<file path="config.mk">
export PLATFORM = sky130hd
export DESIGN_NAME = ifetch_queue
export DESIGN_NICKNAME = d
export VERILOG_FILES = /design/src/rtl/ifetch_queue.sv
export SDC_FILE = /design/constraint.sdc
export NUM_CORES = 1
export LEC_CHECK = 0
export BUFFER_PORTS_ARGS = -buffer_cell sky130_fd_sc_hd__buf_2
export CAP_MARGIN = 20
export CORE_ASPECT_RATIO = 1.4
export CORE_MARGIN = 5
export CORE_UTILIZATION = 50
export CTS_BUF_LIST = sky130_fd_sc_hd__clkbuf_16
export DETAILED_ROUTE_END_ITERATION = 8
export GPL_ROUTABILITY_DRIVEN = 0
export PLACE_DENSITY = 0.72
export SETUP_SLACK_MARGIN = 0.05
export SYNTH_ARGS = -nofsm -noshare
export SYNTH_HDL_FRONTEND = slang
export SYNTH_SLANG_ARGS = --single-unit
</file>
<file path="constraint.sdc">
create_clock -name clk -period 4.8 [get_ports clk]
set_input_delay 0.48 -clock clk [delete_from_list [all_inputs] [get_ports clk]]
set_output_delay 0.48 -clock clk [all_outputs]
set_load 0.01 [all_outputs]
</file>
<file path="src/rtl/ifetch_queue.sv">
// Instruction fetch queue: issues icache line reads ahead of dispatch, buffers lines
// with their fetch PC, and hands out one 32-bit instruction per cycle.
module ifetch_queue #(
  parameter int W_DATA = 128,
  parameter int W_ADDR = 32,
  parameter int W_INSTR = 32,
  parameter int DEPTH = 4,
  parameter logic [W_ADDR-1:0] RESET_PC = '0
) (
  input  logic              clk,
  input  logic              reset,
  output logic [W_ADDR-1:0] icache_pcout,
  output logic              icache_ren,
  output logic              icache_abort,
  input  logic [W_DATA-1:0] icache_dout,
  input  logic              icache_dout_valid,
  input  logic              branch_valid,
  input  logic [W_ADDR-1:0] branch_target,
  input  logic              dispatch_ren,
  output logic [W_INSTR-1:0] ifq_inst,
  output logic [W_ADDR-1:0] ifq_pc,
  output logic              ifq_empty
);

  localparam int PW = $clog2(DEPTH);
  localparam int CW = PW + 1;
  localparam int WORDS = W_DATA / W_INSTR;

  logic [W_ADDR-1:0] fetch_pc;
  logic [W_ADDR-1:0] req_pc;
  logic              inflight;
  logic [CW-1:0]     count;
  logic [PW-1:0]     rd_ptr;
  logic [PW-1:0]     wr_ptr;
  logic [W_DATA-1:0] line_mem [DEPTH];
  logic [W_ADDR-1:0] pc_mem [DEPTH];

  logic [CW:0]       occupancy;
  logic              push;
  logic              pop;
  logic              free;
  logic [W_DATA-1:0] head_line;
  logic [W_ADDR-1:0] head_pc;
  logic [1:0]        head_word;

  // Credit counts both buffered lines and the read still in the icache pipe.
  assign occupancy    = (CW+1)'(count) + (CW+1)'(inflight);
  assign icache_ren   = !reset && !branch_valid && (occupancy < (CW+1)'(DEPTH));
  assign icache_pcout = fetch_pc;
  assign icache_abort = branch_valid;

  assign ifq_empty = (count == '0);
  assign head_line = line_mem[rd_ptr];
  assign head_pc   = pc_mem[rd_ptr];
  assign head_word = head_pc[3:2];
  assign ifq_pc    = head_pc;

  assign push = icache_dout_valid && !branch_valid && !reset;
  assign pop  = dispatch_ren && !ifq_empty && !branch_valid && !reset;
  assign free = pop && (head_word == 2'd3);

  always_comb begin
    ifq_inst = head_line[W_INSTR-1:0];
    for (int i = 0; i < WORDS; i++) begin
      if (head_word == 2'(i)) ifq_inst = head_line[i*W_INSTR +: W_INSTR];
    end
  end

  always_ff @(posedge clk) begin
    if (reset) begin
      fetch_pc <= RESET_PC;
      req_pc   <= RESET_PC;
      inflight <= 1'b0;
      count    <= '0;
      rd_ptr   <= '0;
      wr_ptr   <= '0;
    end else if (branch_valid) begin
      fetch_pc <= branch_target & ~W_ADDR'(3);
      inflight <= 1'b0;
      count    <= '0;
      rd_ptr   <= '0;
      wr_ptr   <= '0;
    end else begin
      inflight <= icache_ren;
      if (icache_ren) begin
        req_pc   <= fetch_pc;
        fetch_pc <= {fetch_pc[W_ADDR-1:4] + (W_ADDR-4)'(1), 4'b0000};
      end
      if (push) wr_ptr <= wr_ptr + PW'(1);
      if (free) rd_ptr <= rd_ptr + PW'(1);
      case ({push, free})
        2'b10:   count <= count + CW'(1);
        2'b01:   count <= count - CW'(1);
        default: count <= count;
      endcase
    end
  end

  // A partially consumed line stays in place; only its word index advances.
  always_ff @(posedge clk) begin
    if (pop && !free) pc_mem[rd_ptr][3:2] <= head_word + 2'd1;
    if (push) begin
      line_mem[wr_ptr] <= icache_dout;
      pc_mem[wr_ptr]   <= req_pc;
    end
  end

endmodule

</file>
[Word-level counts from Yosys, hierarchy flattened]
Memories as Yosys holds them, arrays and structs flattened. A register that Yosys moved wholly into a read port is not among the register bits.
Cells that the tools add are included.
Word-level totals
  register bits: 68
  bits in writable memories: 632
  input port bits: 165
  output and inout bits: 99
  word-level logic and storage cells: 54
  memories kept: 2
Memory list
  line_mem: words 4, width 128, read ports 1, clocked after memory_dff 1, wr ports 1, RTL line 35  | logic [W_DATA-1:0] line_mem [DEPTH];
  pc_mem: words 4, width 30, read ports 1, clocked after memory_dff 1, wr ports 2, RTL line 36  | logic [W_ADDR-1:0] pc_mem [DEPTH];
Cells by class
  add/subtract/negate cells: 7
  magnitude comparators: 1
  eq/ne operators: 5
  multiplexer cells: 14
  bitwise operators: 1
  reductions and logical operators: 18
Operators by type and width (number)
  $mux 32: 5
  $add 28x1->28 const B: 1
  $logic_and 1x1->1: 9
  $mux 2: 4
  $add 2x1->2 const B: 3
  $eq 2x2->1 const B: 3
  $pmux 3 s2: 1
  $add 3x1->4: 1
  $eq 2x1->1 const B: 2
  $logic_not 1->1: 4
  $lt 4x3->1 const B: 1
  $mux 1: 4
  $reduce_bool 2->1: 2
  $add 3x1->3 const B: 1
  $logic_not 3->1: 1
  $sub 3x1->3 const B: 1
  $reduce_and 2->1: 1
  $reduce_or 2->1: 1
  $not 1->1: 1

[Logic depth before layout (Yosys ltp)]
  depth after elaboration: 10
  mapped depth: 14

[Worst setup path after synthesis]
No wires, ideal clock.
  path kind: input to register
  start: input reset
  end: memory line_mem[3][0], enable pin
  setup time: 0.509 ns
  arrival: 4.250 ns
  slack: 0.042 ns
  stages on the path: 4
  cells stage by stage: clkbuf_1 nor2_1 nand3_1 inv_1
Between the ends
  longest elaborated chain between the ends: 4
RTL lines
  start: declaration: RTL line 11  | input logic reset,
  $logic_not 1->1: RTL line 58  | assign push = icache_dout_valid && !branch_valid && !reset;
  $logic_and 1x1->1: RTL line 58
  $mux 1: RTL line 102  | if (push) begin
  $mux 1 (implied by the code): RTL line 103  | line_mem[wr_ptr] <= icache_dout;
  end: declaration: RTL line 35
Every way passes these cells.

==> reports/qor.log <==
INFO  pwr            power.density_cell_area=390mW/mm²
INFO  cells_and_area layout.cell_area.non_filler=0.0312mm²
INFO  global_routing first_global_vias=14769
INFO  timing         final.setup.tns=0ns
INFO  logic_synthesis synth_ff_type=sky130_fd_sc_hd__edfxtp_1
INFO  worst_setup_path critical_path_class=reg -> out
INFO  route          routed_via_density=5.75
INFO  floorplan      io_pins=264
INFO  flow_run       drv_cap=0
INFO  worst_setup_path worstSetupEndpointType=output pin
INFO  clock_network  cts_buffers=66
INFO  timing         setup_violations=0
INFO  logic_synthesis number_of_flops_mapped_to_enable_cells_by_yosys=632
INFO  logic_synthesis synthTopCellsByCount=sky130_fd_sc_hd__edfxtp_1, sky130_fd_sc_hd__mux4_2, sky130_fd_sc_hd__nand2_1, sky130_fd_sc_hd__dfxtp_1, sky130_fd_sc_hd__a21oi_1
INFO  worst_setup_path worst-endpoint-arrival=3.77ns
INFO  placed_design  dp_hpwl=35900µm
INFO  placed_design  numPlacedInstances=2319
INFO  route          routed-via-count=14082
INFO  cells_and_area register_area=0.0204mm²
INFO  logic_synthesis yosys_register_bits=702
INFO  logic_synthesis synth_top_cell_by_area=sky130_fd_sc_hd__edfxtp_1
INFO  cells_and_area layout_net_count=1853
INFO  worst_setup_path timing.critical_path.fanout_max=22
INFO  floorplan      fp.dieH=285µm
INFO  pwr            worst_ir_drop_vdd=319µV
INFO  timing         maximum_clock_rate=235MHz
INFO  worst_setup_path critical_path_required=4.32ns
INFO  cells_and_area finish.cell_count_without_fillers=2451
INFO  clock_network  postCtsResizedCells=0
INFO  pwr            leakage=0.0105µW
INFO  worst_setup_path r2r_cells=10
INFO  logic_synthesis synth_warnings=0
INFO  placed_design  port_buffers=257
INFO  route          drt_iter0_markers=948
INFO  global_routing grt_max_degree=84
INFO  logic_synthesis synth.top_cells.by_area=sky130_fd_sc_hd__edfxtp_1, sky130_fd_sc_hd__mux4_2, sky130_fd_sc_hd__dfxtp_1, sky130_fd_sc_hd__nand2_1, sky130_fd_sc_hd__a21oi_1
INFO  floorplan      core_area=0.0533mm²
INFO  clock_network  clkTransAtPathRegs=0.06ns
INFO  global_routing grt_use_total=19.7%
INFO  logic_synthesis synth.avg_cell_area=19.3µm²
INFO  timing         final.min_clock_period=4.25ns
INFO  logic_synthesis synthArstFlopShare=0%
INFO  cells_and_area layout.filler_cells=3993
INFO  logic_synthesis synth_top_area_share=70.3%
INFO  route          drt_drc_violations_left=0
INFO  pwr            design_power_total=12200µW
INFO  clock_network  clock_tree.root_cell=sky130_fd_sc_hd__clkbuf_16
INFO  global_routing number_of_antenna_violations_at_the_first_check_in_global_routing=25
INFO  route          post_drt_wl_per_cell=23.6µm
INFO  clock_network  clock_insertion_delay_worst_skew=0.59ns
INFO  clock_network  clock_tree.buffer_depth=3
INFO  logic_synthesis synth_area=0.0270mm²
INFO  logic_synthesis synthMostInstantiatedCell=sky130_fd_sc_hd__edfxtp_1
INFO  route          wl=57800µm
INFO  worst_setup_path critical_path.startpoint_type=flop
INFO  status         result_of_the_run=finished clean
INFO  placed_design  placed_cell_area=0.0291mm²
INFO  timing         timing.max_slew.rel_slack=27.5%
INFO  clock_network  cts_tree=built
INFO  global_routing first_pass_grt_wire_length=87600µm
INFO  worst_hold_path cells_on_worst_hold_path=1
INFO  logic_synthesis yosys.cell_types.count=56
INFO  cells_and_area layout_overhead_on_the_synthesized_area=15.7%
INFO  clock_network  htree_num_levels=3
INFO  timing         report.final.slew_viol_count=0
INFO  clock_network  cts_hold_repair.buffers=0
INFO  floorplan      floorplan.initialDensity=50.6%
INFO  clock_network  cts_setup_buffers=0
INFO  timing         fin_worst_skew=0.0210ns
INFO  timing         min_period_over_period=88.6%
INFO  timing         max_slew.worst_pin.slew=1.09ns
INFO  worst_hold_path holdCritPathClass=in -> reg
INFO  route          dr.pass1.iters=7
INFO  global_routing grt_remaining_overflow=0
INFO  clock_network  cts.sink_count=702
INFO  timing         grt_setup_unrepaired=false
INFO  floorplan      floorplan.die.width=206µm
INFO  floorplan      floorplan.rows=100
INFO  cells_and_area multi_input_area=0.00621mm²
INFO  route          ant_nets=0
INFO  floorplan      design.die.area=0.0588mm²
INFO  cells_and_area drive_above_1_share=31.8%
INFO  timing         hold_viol_final=0
INFO  logic_synthesis yosysSeqAreaShare=75.5%
INFO  logic_synthesis synthCells=1399
[flip-flops by register name, summed over array words and instances, names as in the netlist, named ones only]
| register | cells |
|---|---|
| wr_ptr | 2 |
| req_pc | 30 |
| line_mem | 512 |
| inflight | 1 |
| pc_mem | 120 |
| icache_pcout | 30 |
| rd_ptr | 2 |
| count | 3 |
[final timing paths]
kind	startpoint	end	slack (ns)
max reg2reg	flop	count[2]	1.76
min reg2reg	req_pc[14]	req_pc[14]	0.49
min	icache_dout[40]	line_mem[1][40]	0.10
max	flop	ifq_inst[24]	0.55
[where the power goes]
| group | internal, µW | switching, µW |
|---|---|---|
| combinational | 166 | 248 |
| clock | 2860 | 2110 |
| sequential | 6730 | 56.2 |
| total | 9750 | 2420 |
[metrics by stage]
stage	hold slack, ns	setup WS (ns)	utilization [%]
floorplan	0.460	0.948	-
global placement	0.467	1.07	54.6
detailed placement	0.485	1.06	54.6
CTS	0.0547	0.403	58.5
global route	0.0675	0.267	58.6
finish	0.103	0.547	58.6
[cell families after synthesis]
family | synth area share (%)
AO/OA/AOI/OAI | 3.90
XOR/XNOR | 0.389
adder cells (fa/ha/maj) | 0.677
buffers and inverters | 1.62
flip-flops | 75.5
multiplexers | 13.8
other | 0.0139
AND/OR/NAND/NOR | 4.06
[worst max-delay path, stage by stage (launching register included)]
cell and delay, ns:
sky130_fd_sc_hd__dfxtp_4 0.64, sky130_fd_sc_hd__mux4_2 0.69, sky130_fd_sc_hd__ha_1 0.30, sky130_fd_sc_hd__buf_4 0.24
sky130_fd_sc_hd__nor2_2 0.12, sky130_fd_sc_hd__and2_1 0.65, sky130_fd_sc_hd__a22oi_1 0.23, sky130_fd_sc_hd__nand2_1 0.15
sky130_fd_sc_hd__buf_2 0.14
[layout make-up]
type / count / area share (%)
tap: 714 / 2.86
multi-input combinational: 595 / 19.9
antenna: 15 / 0.120
clock inverter: 44 / 0.889
inverter: 24 / 0.336
timing repair buffer: 285 / 4.89
sequential: 702 / 65.3
clock buffer: 72 / 5.77
[per-layer routing]
layer  GRT usage, %  wire, µm
met5              0       112
met4           6.59      1410
met3           5.76      4370
met2           33.4     30700
met1           24.2     21300
[layout by cell type, fill, tap and decap left out, types with 14 or more instances in the layout]
| cell | instances |
|---|---|
| sky130_fd_sc_hd__edfxtp_1 | 632 |
| sky130_fd_sc_hd__buf_2 | 257 |
| sky130_fd_sc_hd__mux4_2 | 158 |
| sky130_fd_sc_hd__nand2_1 | 90 |
| sky130_fd_sc_hd__clkbuf_16 | 72 |
| sky130_fd_sc_hd__dfxtp_1 | 68 |
| sky130_fd_sc_hd__a21oi_1 | 63 |
| sky130_fd_sc_hd__nor2_1 | 45 |
| sky130_fd_sc_hd__inv_1 | 33 |
| sky130_fd_sc_hd__o22ai_1 | 26 |
| sky130_fd_sc_hd__buf_4 | 26 |
| sky130_fd_sc_hd__a22oi_1 | 24 |
| sky130_fd_sc_hd__nand3_1 | 19 |
| sky130_fd_sc_hd__mux2i_1 | 18 |
| sky130_fd_sc_hd__diode_2 | 15 |
| sky130_fd_sc_hd__clkinv_1 | 14 |
Note: power is estimated with default switching activity, not from simulation.
